==> src/rtl/axis_tx_arb.sv <==
// Packet-granular 2:1 round-robin arbiter feeding the MAC Tx user stream.
// Ownership is held for a whole packet; the output beat is fully registered.
module axis_tx_arb #(
  parameter int CNT_W = 32
) (
  input  logic             s_axis_aclk,
  input  logic             s_axis_aresetn,
  input  logic [63:0]      s0_axis_tdata,
  input  logic [7:0]       s0_axis_tkeep,
  input  logic             s0_axis_tvalid,
  input  logic             s0_axis_tlast,
  output logic             s0_axis_tready,
  input  logic [63:0]      s1_axis_tdata,
  input  logic [7:0]       s1_axis_tkeep,
  input  logic             s1_axis_tvalid,
  input  logic             s1_axis_tlast,
  output logic             s1_axis_tready,
  output logic [63:0]      m_axis_tdata,
  output logic [7:0]       m_axis_tkeep,
  output logic             m_axis_tvalid,
  output logic             m_axis_tlast,
  input  logic             m_axis_tready,
  output logic [CNT_W-1:0] pkt_cnt0,
  output logic [CNT_W-1:0] pkt_cnt1,
  output logic [1:0]       grant
);

  // Handshake: a beat moves on a port only in a cycle where its tvalid and
  // tready are both 1; tvalid never waits on tready, and data is held stable
  // by the sender while tvalid=1 and tready=0.

  typedef enum logic {IDLE = 1'b0, BUSY = 1'b1} state_t;

  state_t           state_q, state_d;
  logic [1:0]       grant_q, grant_d;
  logic             last_served_q;
  logic             sel_valid, sel_last, sel_ready, accept;
  logic [63:0]      sel_data;
  logic [7:0]       sel_keep;
  logic [63:0]      m_data_q;
  logic [7:0]       m_keep_q;
  logic             m_valid_q, m_last_q;
  logic [CNT_W-1:0] cnt0_q, cnt1_q;

  always_comb begin
    sel_valid = 1'b0;
    sel_last  = 1'b0;
    sel_data  = '0;
    sel_keep  = '0;
    if (grant_q[0]) begin
      sel_valid = s0_axis_tvalid;
      sel_last  = s0_axis_tlast;
      sel_data  = s0_axis_tdata;
      sel_keep  = s0_axis_tkeep;
    end else if (grant_q[1]) begin
      sel_valid = s1_axis_tvalid;
      sel_last  = s1_axis_tlast;
      sel_data  = s1_axis_tdata;
      sel_keep  = s1_axis_tkeep;
    end
  end

  assign accept = sel_valid & sel_ready;

  // FSM: state register
  always_ff @(posedge s_axis_aclk or negedge s_axis_aresetn) begin
    if (!s_axis_aresetn) begin
      state_q <= IDLE;
      grant_q <= 2'b00;
    end else begin
      state_q <= state_d;
      grant_q <= grant_d;
    end
  end

  // FSM: next state; on contention the port not served last wins
  always_comb begin
    state_d = state_q;
    grant_d = grant_q;
    case (state_q)
      IDLE: begin
        if (s0_axis_tvalid && (!s1_axis_tvalid || last_served_q)) begin
          state_d = BUSY;
          grant_d = 2'b01;
        end else if (s1_axis_tvalid) begin
          state_d = BUSY;
          grant_d = 2'b10;
        end
      end
      BUSY: begin
        if (accept && sel_last) begin
          state_d = IDLE;
          grant_d = 2'b00;
        end
      end
      default: begin
        state_d = IDLE;
        grant_d = 2'b00;
      end
    endcase
  end

  // FSM: outputs
  always_comb begin
    sel_ready      = (state_q == BUSY) && (!m_valid_q || m_axis_tready);
    s0_axis_tready = sel_ready & grant_q[0];
    s1_axis_tready = sel_ready & grant_q[1];
  end

  // Output register runs independently of the FSM so a final beat drains in IDLE.
  always_ff @(posedge s_axis_aclk or negedge s_axis_aresetn) begin
    if (!s_axis_aresetn) begin
      m_valid_q <= 1'b0;
      m_data_q  <= '0;
      m_keep_q  <= '0;
      m_last_q  <= 1'b0;
    end else if (accept) begin
      m_valid_q <= 1'b1;
      m_data_q  <= sel_data;
      m_keep_q  <= sel_keep;
      m_last_q  <= sel_last;
    end else if (m_axis_tready) begin
      m_valid_q <= 1'b0;
    end
  end

  always_ff @(posedge s_axis_aclk or negedge s_axis_aresetn) begin
    if (!s_axis_aresetn) begin
      last_served_q <= 1'b1;
      cnt0_q        <= '0;
      cnt1_q        <= '0;
    end else if (accept && sel_last) begin
      last_served_q <= grant_q[1];
      if (grant_q[0]) cnt0_q <= cnt0_q + 1'b1;
      if (grant_q[1]) cnt1_q <= cnt1_q + 1'b1;
    end
  end

  assign m_axis_tvalid = m_valid_q;
  assign m_axis_tdata  = m_data_q;
  assign m_axis_tkeep  = m_keep_q;
  assign m_axis_tlast  = m_last_q;
  assign pkt_cnt0      = cnt0_q;
  assign pkt_cnt1      = cnt1_q;
  assign grant         = grant_q;

endmodule

==> config.mk <==
export PLATFORM = sky130hd
export DESIGN_NAME = axis_tx_arb
export DESIGN_NICKNAME = d
export VERILOG_FILES = /design/src/rtl/axis_tx_arb.sv
export SDC_FILE = /design/constraint.sdc
export NUM_CORES = 1
export LEC_CHECK = 0
export CAP_MARGIN = 20
export CORE_ASPECT_RATIO = 2
export CORE_MARGIN = 3
export CORE_UTILIZATION = 42
export CTS_CLUSTER_DIAMETER = 200
export DETAILED_ROUTE_END_ITERATION = 8
export PLACE_DENSITY_LB_ADDON = 0.05
export SLEW_MARGIN = 10
export SYNTH_ARGS = -nofsm -noshare
export SYNTH_HDL_FRONTEND = slang
export SYNTH_SLANG_ARGS = --single-unit
==> constraint.sdc <==
create_clock -name s_axis_aclk -period 2.36 [get_ports s_axis_aclk]
set_input_delay 0.59 -clock s_axis_aclk [delete_from_list [all_inputs] [get_ports s_axis_aclk]]
set_output_delay 0.59 -clock s_axis_aclk [all_outputs]
set_load 0.005 [all_outputs]
# Word level (Yosys, flattened, before mapping)
# Cells that the tools add are included.
# Widths: inputs -> output; s select.
[totals]
register_bits = 142
latchBits = 0
ram_bits = 0
mem_bits_ro = 0
input_bits = 151
output_inout_bits = 142
elab_cells = 46
mem_count = 0
[classes]
add_sub_neg = 2
multipliers = 0
n_div = 0
n_lt_le_gt_ge = 0
eq_ne = 2
shift = 0
muxes = 18
bitwise = 4
n_reduce_logical = 11
[ops]
columns = ["op", "n"]
rows = [
  ["$mux 64", 2],
  ["$add 32x1->32 const B", 2],
  ["$mux 8", 2],
  ["$mux 1", 9],
  ["$mux 2", 3],
  ["$reduce_and 2->1", 3],
  ["$pmux 2 s2", 1],
  ["$and 1x1->1", 3],
  ["$logic_and 1x1->1", 3],
  ["$ne 3x3->1 const B", 1],
  ["$logic_not 1->1", 2],
  ["$logic_or 1x1->1", 2],
  ["$ne 2x1->1 const B", 1],
  ["$pmux 1 s2", 1],
  ["$reduce_bool 2->1", 1],
  ["$not 1->1", 1],
]

# Logic depth before layout (Yosys ltp)
[depth]
ltp_word = 7
ltp_mapped = 7

# Worst setup path before layout
# OpenSTA, ideal clock, no wires.
[synth_timing]
kind = "input to register"
startpoint = "input m_axis_tready"
endpoint = "register cnt1_q[15] (netlist: pkt_cnt1[15])"
setup_time_ns = 0.124
arrival_time_ns = 1.712
required_ns = 2.236
setup_slack_ns = 0.525
stages = 5
path_buffers = 1
cell_sequence = "nor2b_1 > buf_2 > a2111oi_4 > or4b_1 > xnor2_1"
[synth_via]
elab_chain_cells = 5
[synth_rtl]
columns = ["item", "line", "source"]
rows = [
  ["start: declaration", "22", "input logic m_axis_tready,"],
  ["$logic_or 1x1->1", "105", "sel_ready = (state_q == BUSY) && (!m_valid_q || m_axis_tready);"],
  ["$logic_and 1x1->1", "105", ""],
  ["$and 1x1->1", "63", "assign accept = sel_valid & sel_ready;"],
  ["$logic_and 1x1->1", "132", "end else if (accept && sel_last) begin"],
  ["$reduce_and 2->1 (no line)", "-", ""],
  ["end signal: assignment", "135", "if (grant_q[1]) cnt1_q <= cnt1_q + 1'b1;"],
  ["end: declaration", "43", "logic [CNT_W-1:0] cnt0_q, cnt1_q;"],
]
# No other way between the ends.
# A chain may end at the register's enable or synchronous reset.

# Worst setup path after layout
[layout_timing]
startpoint = "input m_axis_tready"
endpoint = "output s0_axis_tready"
[layout_via]
elab_chain_cells = 3
[layout_rtl]
columns = ["item", "line", "source"]
rows = [
  ["$logic_or 1x1->1", "105", ""],
  ["$logic_and 1x1->1", "105", ""],
  ["$and 1x1->1", "106", "s0_axis_tready = sel_ready & grant_q[0];"],
  ["end: declaration", "12", "output logic s0_axis_tready,"],
]
# No other way between the ends.

==> results.json <==
{
  "dieArea_um2": 17400,
  "power.density_nw_per_um2": 1040,
  "nets": 1106,
  "initial_utilization_pct": 43.0,
  "drtAntennaViolNets": 0,
  "final_common_cell": "clkdlybuf4s50_1",
  "worstPathRequired_ns": 1.77,
  "cpMaxStageDelayCell": "clkdlybuf4s50_1",
  "synth-edff-count": 0,
  "syn_inst": 641,
  "cts_setup_buffers": 0,
  "rr_endpoint": "m_axis_tdata[43]",
  "ys.flop_type": "dfrtp_1",
  "synth-seq-area-share_pct": 53.8,
  "rsz0062_at_grt": "no",
  "antenna_found_initial": 2,
  "track_usage_pct": 25.0,
  "io-pin-count": 293,
  "crit_fanout": 3,
  "numCtsBuffers": 17,
  "drt_iter0_drc": 209,
  "fin_crit_sh_pct": 93.2,
  "clkTransAtPathRegs_ns": 0.06,
  "gr-total-overflow": 0,
  "grt_pass1_vias": 6532,
  "clkSinkCount": 142,
  "layout_common_cells": "289 x clkdlybuf4s50_1, 152 x nor2_1, 140 x dfrtp_1",
  "io_buffers": 292,
  "die-height_um": 183,
  "avgSynthCellArea_um2": 10.3,
  "synth-seq-cells": 142,
  "clockBufferDepth": 2,
  "grt_pass1_wl_um": 33600,
  "syn_area_um2": 6610,
  "ff2ff_path_depth": 5,
  "leakage_uw": 0.00449,
  "cts-root-buf": "clkbuf_16",
  "hold_viol": 0,
  "fin_hold_ws_ns": 0.0957,
  "maxCapViolCount": 0,
  "ir_drop_uv": 569,
  "finalCriticalPeriod_ns": 2.20,
  "avgRoutedWirePerCell_um": 18.8,
  "reg2reg_slack_ns": 0.29,
  "timing.final.ws_setup_ns": 0.160,
  "worstSkewPairLatency_ns": 0.41,
  "htree_levels": 4,
  "vias_per_cell": 5.43,
  "seqCellArea_um2": 3560,
  "relSlewSlack_pct": 36.5,
  "num_vias": 6322,
  "crit_type": "input port to output pin",
  "placed_cells": 1132,
  "start_kind": "input port",
  "fin_skew_ns": 0.00851,
  "grt_max_degree": 48,
  "timing.rr.start": "grant[1]",
  "worst_pin_slew_ns": 0.951,
  "nFillCells": 1232,
  "ys_types": 45,
  "p_total_uw": 11100,
  "yosys_warnings": 0,
  "worstHoldPathType": "input port to async pin",
  "syn_nets": 794,
  "pre_cts_ws_ns": -0.170,
  "outcome": "complete, no violations",
  "stdcell_count": 1165,
  "setup_viol": 0,
  "ys_async_sr_fraction_pct": 100,
  "syn_to_final_growth_pct": 60.9,
  "drt_pass1_iterations": 6,
  "cpPeakStageDelay_ns": 0.42,
  "cts_tree": "built",
  "endpoint_kind": "output pin",
  "crit_chain": "clkdlybuf4s50_1 -> nor2b_2 -> nor2_2 -> dlygate4sd2_1",
  "fp-row-count": 64,
  "drc_errors": 0,
  "core_um2": 15400,
  "max_clock_freq_mhz": 454,
  "die_x_um": 94.7,
  "drv_slew": 0,
  "critPathArrivalTime_ns": 1.61,
  "gp_congestion": 0.829,
  "dp_hpwl_um": 16800,
  "multi_input_area_um2": 2880,
  "drive_above_1_share_pct": 10.2,
  "wirelength_um": 21900
}
synth_stat cells (7+ instances only):
master,count,area (um^2)
nor2_1,154,578
dfrtp_1,141,3530
a221oi_1,71,622
xnor2_1,36,315
nand2_1,28,105
nand4_1,28,175
clkbuf_1,27,101
xor2_1,26,228
nand3_1,19,95.1
nor4_1,14,87.6
and3_1,13,81.3
nor3_1,13,65.1
buf_2,12,60.1
and4_1,8,70.1
inv_1,7,26.3
layer usage:
layer / track usage [%] / up-vias / share of wire (%) / wire (um)
li1: - / 2936 / - / -
met1: 25.8 / 3074 / 34 / 7450
met4: 10.6 / 0 / 2.9 / 636
met3: 6.49 / 40 / 7.2 / 1570
met2: 46.3 / 272 / 56 / 12300
met5: 0 / - / 0 / 0
cell type report:
cell class	instances	area share, %
Sequential cell	142	33.4
Timing Repair Buffer	334	31.0
Multi-Input combinational cell	451	27.1
Clock buffer	21	4.52
Tap cell	198	2.33
Clock inverter	10	1.27
Inverter	7	0.247
Antenna cell	2	0.0471
worst max-delay path by stage:
stage | slack [ns] | to | startpoint | cells after the start
after floorplan | 0.52 | pkt_cnt1[15] | m_axis_tready | 5
after global placement | -0.18 | s0_axis_tready | m_axis_tready | 4
after detailed placement | -0.17 | s0_axis_tready | m_axis_tready | 4
after CTS | 0.15 | s0_axis_tready | m_axis_tready | 4
after global routing | 0.11 | s0_axis_tready | m_axis_tready | 4
final | 0.16 | s0_axis_tready | m_axis_tready | 4
critical path: cells and delay by family:
kind / cells / cell delay (ns)
AND/OR/NAND/NOR: 2 / 0.32
buffers and inverters: 2 / 0.69
flip-flops by register name, summed over array words and instances (netlist names):
register,count
pkt_cnt0,32
last_served_q,1
pkt_cnt1,32
m_axis_tvalid,1
m_axis_tlast,1
m_axis_tkeep,8
state_q,1
grant,2
m_axis_tdata,64
repair_timing:
action | CTS | global route
setup endpoints to repair | 2 | 0
gates resized for setup | 5 | 0
hold buffers | 0 | 0
metrics by stage:
stage,utilization (%),TNS [ns],area (um^2)
after CTS,69.1,0,10600
after floorplan,-,0,6610
after global placement,65.1,-0.329,10000
after detailed placement,65.1,-1.47,10000
after global routing,69.2,0,10600
final,69.2,0,10600
where the power goes:
| group | leakage (uW) | switching, uW | internal [uW] | total, uW |
|---|---|---|---|---|
| Sequential | 0.00177 | 493 | 3220 | 3710 |
| Clock | 0.000305 | 1010 | 1770 | 2770 |
| Combinational | 0.00241 | 2130 | 2470 | 4600 |
kinds of logic after synthesis:
family	synth area share, %
fa+ha+maj	0.379
xor+xnor	8.22
simple gates	22.7
compound gates	11.2
flops	53.8
buf+inv	3.01
mux	0.682
(Power assumes the default switching activity.)
